<file path="src/rtl/vga_timing_detect.sv">
`default_nettype none
// ----------------------------------------------------------------------------
// vga_timing_detect : measures incoming sync geometry, reports lock and
//                     regenerates active-pixel column/row coordinates.
// Revision          : 1.0
// ----------------------------------------------------------------------------
module vga_timing_detect #(
  parameter int WIDTH = 12,
  parameter bit HPOL  = 1'b0,
  parameter bit VPOL  = 1'b0
) (
  input  logic             clk,
  input  logic             rst,
  input  logic             hsync,
  input  logic             vsync,
  input  logic             blank,
  output logic             active,
  output logic [WIDTH-1:0] hdata,
  output logic [WIDTH-1:0] vdata,
  output logic             line_start,
  output logic             frame_start,
  output logic [WIDTH-1:0] htotal,
  output logic [WIDTH-1:0] hactive,
  output logic [WIDTH-1:0] vtotal,
  output logic [WIDTH-1:0] vactive,
  output logic             locked
);

  localparam logic [WIDTH-1:0] C_MAX = '1;
  localparam logic [WIDTH-1:0] C_ONE = {{(WIDTH-1){1'b0}}, 1'b1};

  typedef enum logic [1:0] {
    SEARCH  = 2'd0,
    FIRST   = 2'd1,
    MEASURE = 2'd2,
    LOCKED  = 2'd3
  } state_t;

  state_t           r_state;
  logic             r_hs1, r_vs1, r_de1;
  logic             r_hs2, r_vs2, r_de2;
  logic [WIDTH-1:0] r_hcnt, r_xcnt, r_lcnt, r_ycnt;
  logic [WIDTH-1:0] r_htotal_cur, r_hactive_cur;
  logic [WIDTH-1:0] r_ref_htotal, r_ref_hactive, r_ref_vtotal, r_ref_vactive;

  logic             w_hs_edge, w_vs_edge, w_de_fall;
  logic [WIDTH-1:0] w_htotal_new, w_vtotal_new;
  logic             w_sat, w_match, w_lost;

  function automatic logic [WIDTH-1:0] sat_inc(input logic [WIDTH-1:0] x);
    return (x == C_MAX) ? x : x + C_ONE;
  endfunction

  assign w_hs_edge    = r_hs1 & ~r_hs2;
  assign w_vs_edge    = r_vs1 & ~r_vs2;
  assign w_de_fall    = ~r_de1 & r_de2;
  assign w_htotal_new = sat_inc(r_hcnt);
  // A line edge coinciding with the frame edge belongs to the closing frame.
  assign w_vtotal_new = w_hs_edge ? sat_inc(r_lcnt) : r_lcnt;
  assign w_sat        = (r_hcnt == C_MAX) | (r_lcnt == C_MAX);

  assign w_match = (r_htotal_cur == r_ref_htotal) && (r_hactive_cur == r_ref_hactive) &&
                   (w_vtotal_new == r_ref_vtotal) && (r_ycnt == r_ref_vactive);
  assign w_lost  = (w_hs_edge && (w_htotal_new != htotal)) ||
                   (w_vs_edge && ((w_vtotal_new != vtotal) || (r_ycnt != vactive)));

  always_ff @(posedge clk) begin
    if (rst) begin
      r_hs1 <= 1'b0;
      r_vs1 <= 1'b0;
      r_de1 <= 1'b0;
      r_hs2 <= 1'b0;
      r_vs2 <= 1'b0;
      r_de2 <= 1'b0;
    end else begin
      r_hs1 <= (hsync == HPOL);
      r_vs1 <= (vsync == VPOL);
      r_de1 <= ~blank;
      r_hs2 <= r_hs1;
      r_vs2 <= r_vs1;
      r_de2 <= r_de1;
    end
  end

  always_ff @(posedge clk) begin
    if (rst) begin
      r_hcnt        <= '0;
      r_xcnt        <= '0;
      r_lcnt        <= '0;
      r_ycnt        <= '0;
      r_htotal_cur  <= '0;
      r_hactive_cur <= '0;
    end else begin
      r_hcnt <= w_hs_edge ? '0 : sat_inc(r_hcnt);
      if (w_hs_edge) r_htotal_cur <= w_htotal_new;

      if (w_hs_edge)  r_xcnt <= '0;
      else if (r_de1) r_xcnt <= sat_inc(r_xcnt);
      if (w_de_fall)  r_hactive_cur <= r_xcnt;

      if (w_vs_edge)      r_lcnt <= '0;
      else if (w_hs_edge) r_lcnt <= sat_inc(r_lcnt);

      if (w_vs_edge)      r_ycnt <= '0;
      else if (w_de_fall) r_ycnt <= sat_inc(r_ycnt);
    end
  end

  // Coordinates are the pre-increment counts and freeze during blanking.
  always_ff @(posedge clk) begin
    if (rst) begin
      active      <= 1'b0;
      hdata       <= '0;
      vdata       <= '0;
      line_start  <= 1'b0;
      frame_start <= 1'b0;
    end else begin
      active      <= r_de1;
      line_start  <= w_hs_edge;
      frame_start <= w_vs_edge;
      if (r_de1) begin
        hdata <= r_xcnt;
        vdata <= r_ycnt;
      end
    end
  end

  always_ff @(posedge clk) begin
    if (rst) begin
      r_state       <= SEARCH;
      locked        <= 1'b0;
      r_ref_htotal  <= '0;
      r_ref_hactive <= '0;
      r_ref_vtotal  <= '0;
      r_ref_vactive <= '0;
      htotal        <= '0;
      hactive       <= '0;
      vtotal        <= '0;
      vactive       <= '0;
    end else if (w_sat) begin
      r_state <= SEARCH;
      locked  <= 1'b0;
    end else begin
      case (r_state)
        SEARCH: begin
          if (w_vs_edge) r_state <= FIRST;
        end
        FIRST: begin
          if (w_vs_edge) begin
            r_ref_htotal  <= r_htotal_cur;
            r_ref_hactive <= r_hactive_cur;
            r_ref_vtotal  <= w_vtotal_new;
            r_ref_vactive <= r_ycnt;
            r_state       <= MEASURE;
          end
        end
        MEASURE: begin
          if (w_vs_edge) begin
            if (w_match) begin
              r_state <= LOCKED;
              locked  <= 1'b1;
              htotal  <= r_ref_htotal;
              hactive <= r_ref_hactive;
              vtotal  <= r_ref_vtotal;
              vactive <= r_ref_vactive;
            end else begin
              r_ref_htotal  <= r_htotal_cur;
              r_ref_hactive <= r_hactive_cur;
              r_ref_vtotal  <= w_vtotal_new;
              r_ref_vactive <= r_ycnt;
            end
          end
        end
        LOCKED: begin
          if (w_lost) begin
            r_state <= SEARCH;
            locked  <= 1'b0;
          end
        end
        default: begin
          r_state <= SEARCH;
          locked  <= 1'b0;
        end
      endcase
    end
  end

endmodule
`default_nettype wire
</file>
<file path="config.mk">
export PLATFORM = sky130hd
export DESIGN_NAME = vga_timing_detect
export DESIGN_NICKNAME = d
export VERILOG_FILES = /design/src/rtl/vga_timing_detect.sv
export SDC_FILE = /design/constraint.sdc
export NUM_CORES = 1
export LEC_CHECK = 0
export ABC_AREA = 0
export CORE_MARGIN = 2
export CORE_UTILIZATION = 40
export CTS_CLUSTER_DIAMETER = 150
export DETAILED_ROUTE_END_ITERATION = 7
export MAX_ROUTING_LAYER = met4
export PLACE_DENSITY = 0.65
export SETUP_SLACK_MARGIN = 0.4
export SYNTH_ARGS = -nofsm -noshare
export SYNTH_HDL_FRONTEND = slang
export SYNTH_SLANG_ARGS = --single-unit
export TNS_END_PERCENT = 100
</file>
<file path="constraint.sdc">
create_clock -name clk -period 6.78 [get_ports clk]
set_input_delay 0.678 -clock clk [delete_from_list [all_inputs] [get_ports clk]]
set_output_delay 0.678 -clock clk [all_outputs]
set_load 0.005 [all_outputs]
</file>
==> results.sh <==
export IMPL_peakVddDrop_v=0.000212
export IMPL_cp_arrival_ps=5050
export IMPL_post_cts_buffers=0
export IMPL_clockBufferDepth=3
export IMPL_postCtsHoldBufs=0
export IMPL_synth_avg_cell_area_um2=8.25
export IMPL_tightest_slew_ps=1140
export IMPL_setup_violations_final=0
export IMPL_yosysUniqueCellTypes=67
export IMPL_cts_root_buf="clkbuf_16"
export IMPL_area_delta_synth_final_pct=18.3
export IMPL_wire_per_inst_um=16.9
export IMPL_detail_route_vias_per_cell=5.40
export IMPL_antenna_found_initial=0
export IMPL_htreeDepth=1
export IMPL_status="finished, final reports clean"
export IMPL_cts_tree="yes"
export IMPL_comb_power_share_pct=12.3
export IMPL_cap_viol_max_count=0
export IMPL_slew_headroom_pct=24.3
export IMPL_route_detailed_drc=0
export IMPL_p_seq_share_pct=42.4
export IMPL_critPathTopFamily="simple AND/OR/NAND/NOR gates"
export IMPL_drv_slew=0
export IMPL_drt_iter0_drc=651
export IMPL_hp_start="r_vs2"
export IMPL_final_core_util_pct=48.6
export IMPL_max_freq_ghz=0.216
export IMPL_start_util_pct=41.1
export IMPL_clkLatencyLatePin_ps=510
export IMPL_hold_class="reg -> reg"
export IMPL_worstSetupEndpointType="register"
export IMPL_cts_repair_resized=0
export IMPL_grt_util_all_layers_pct=21.1
export IMPL_tns_ps=0
export IMPL_grt_max_degree=100
export IMPL_nets=1177
export IMPL_slowest_delay_ps=970
export IMPL_hold_violations=0
export IMPL_r2r_slack_ps=2150
export IMPL_core_area_mm2=0.0228
export IMPL_setup_worst_path_start="r_lcnt[0]"
export IMPL_die_h_um=157
export IMPL_postSynth_asyncResetShare_pct=0
export IMPL_power_density_mw_per_mm2=263
export IMPL_most_common_layout_cells="dfxtp_1 (203), nand2_1 (155), a21oi_1 (117)"
export IMPL_die_area_mm2=0.0246
export IMPL_rsz0062_at_grt="no"
export IMPL_p_int_uw=2130
export IMPL_p_sw_uw=779
export IMPL_whs_path_depth=1
export IMPL_regToRegEndpoint="vtotal[11]"
export IMPL_worstHoldEndpoint="frame_start"
export IMPL_p_leak_uw=0.00372
export IMPL_cp_max_fo=28
export IMPL_drive_gt1_share_pct=5.85
export IMPL_final_fill_count=2213
export IMPL_cp_cell_sequence="ha_1 > nand4_2 > nor3_1 > o21ai_1 > xnor2_1 > or4_4 > nor4_4 > and3_1 > buf_4 > nand2_1 > a21oi_1"
export IMPL_fin_crit_sh_pct=68.3
export IMPL_placementRows=55
export IMPL_final_common_cell="dfxtp_1"
export IMPL_ioPinCount=81
export IMPL_synthCells=1134
export IMPL_synth_edf_count=0
export IMPL_crit_path_top_delay_cell="and3_1"
export IMPL_cts_sinks=203
export IMPL_ys_ff_latch=203
export IMPL_antenna_left=0
export IMPL_syn_area_mm2=0.00936
export IMPL_chipWidth_um=157
export IMPL_antenna_cells=0
export IMPL_yosys_warnings=0
export IMPL_via_count=8052
export IMPL_worstPathRequired_ps=7200
export IMPL_grt_pass1_vias=7486
export IMPL_p_sw_share_pct=26.8
export IMPL_ys_seq_area_share_pct=43.4
export IMPL_synth_main_ff_cell="dfxtp_1"
export IMPL_cts_made_buffers=23
export IMPL_grt_pass1_wl_um=40600
export IMPL_ff2ff_path_depth=11
export IMPL_crit_type="reg -> reg"
export IMPL_gp_congestion=0.922
export IMPL_post_dp_hpwl_um=17200
export IMPL_routed_wl_um=25200
export IMPL_clk_pin_slew_ps=60
export IMPL_fin_crit_ps=4630
export IMPL_fin_skew_ps=15.2
export IMPL_startpoint_type="register"
export IMPL_crit_buf_inv=1
export IMPL_io_buffer_count=80
export IMPL_grt_overflow=0
export IMPL_pwr_share_clk_pct=45.4
export IMPL_r2r_start="r_lcnt[0]"
export IMPL_synthesis_nets=1148
export IMPL_firstDrtPassIters=5
[stage by stage]
| step | area (um2) | instances | setup WS, ps | hold WS (ps) | power [uW] |
|---|---|---|---|---|---|
| 2_1_floorplan | 9360 | 1134 | 3520 | 392 | 1500 |
| 3_3_place_gp | 10300 | 1451 | 2290 | 403 | 1610 |
| 3_5_place_dp | 10300 | 1451 | 2230 | 407 | 1610 |
| 4_1_cts | 11100 | 1492 | 2190 | 415 | 2930 |
| 5_1_grt | 11100 | 1492 | 1730 | 428 | 3020 |
| 6_report | 11100 | 1492 | 2150 | 411 | 2910 |
[logic make-up (layout without fill, tap and decap cells)]
kind of cell,Yosys count,count (layout),share of synthesized area [%]
and+or+nand+nor,455,455,23.3
AOI/OAI and AO/OA,239,239,14.9
DFF,203,203,43.4
xor gates and xnor gates,95,95,8.89
buffers and inverters,95,140,4.25
muxes,38,38,4.09
adders and majority gates,9,9,1.20
[synth_stat cells (all sizes together), types with 3 or more instances]
master / n / share of area (%)
a2111oi: 4 / 0.44
a211oi: 10 / 0.80
a21o: 3 / 0.24
a21oi: 117 / 6.3
a22oi: 3 / 0.24
a31oi: 4 / 0.33
and2: 6 / 0.40
and3: 13 / 0.87
and4: 4 / 0.37
buf: 25 / 1.4
clkbuf: 62 / 2.5
dfxtp: 203 / 43
ha: 9 / 1.2
inv: 8 / 0.32
mux2i: 36 / 3.9
nand2: 155 / 6.2
nand2b: 9 / 0.60
nand3: 63 / 3.4
nand4: 27 / 2.0
nor2: 111 / 4.5
nor2b: 16 / 1.1
nor3: 14 / 0.75
nor4: 13 / 1.1
o211ai: 4 / 0.32
o21ai: 66 / 3.5
o31a: 4 / 0.37
o31ai: 6 / 0.48
or2: 3 / 0.20
or3: 6 / 0.40
or4: 8 / 0.72
xnor2: 61 / 5.7
xor2: 34 / 3.2
[power by group through the flow]
| stage | combinational, uW | clock [uW] | sequential [uW] |
|---|---|---|---|
| 3_3_place_gp | 355 | 0 | 1260 |
| 2_1_floorplan | 251 | 0 | 1250 |
| 3_5_place_dp | 355 | 0 | 1260 |
| 6_report | 357 | 1320 | 1230 |
| 4_1_cts | 356 | 1340 | 1230 |
| 5_1_grt | 391 | 1400 | 1230 |
[metal layers]
metal / global-route usage (%) / vias to the layer above / part of all wire, %
met3: 3.58 / 48 / 6.2
li1: - / 3989 / -
met4: 4.94 / 0 / 2.1
met2: 32.7 / 245 / 45
met1: 28.8 / 3770 / 46
met5: - / - / 0
[area by class of cell]
class	instances	area (um2)	share of cell area [%]
clock buffers	31	656	5.92
inverters	8	30.0	0.271
flip-flops and latches	203	4060	36.7
repair buffers	91	881	7.95
clock inverters	10	150	1.36
multi-input cells	836	4900	44.3
well taps	313	392	3.54
[worst max path at each step]
stage	endpoint	slack, ps	cells after the start
CTS	vactive[10]	2190	11
global placement	vtotal[3]	2290	11
finish	vtotal[11]	2150	11
floorplan	vactive[10]	3520	12
global route	hactive[1]	1730	11
detailed placement	vactive[1]	2230	11
No activity file was read; power rests on OpenSTA's default activity.
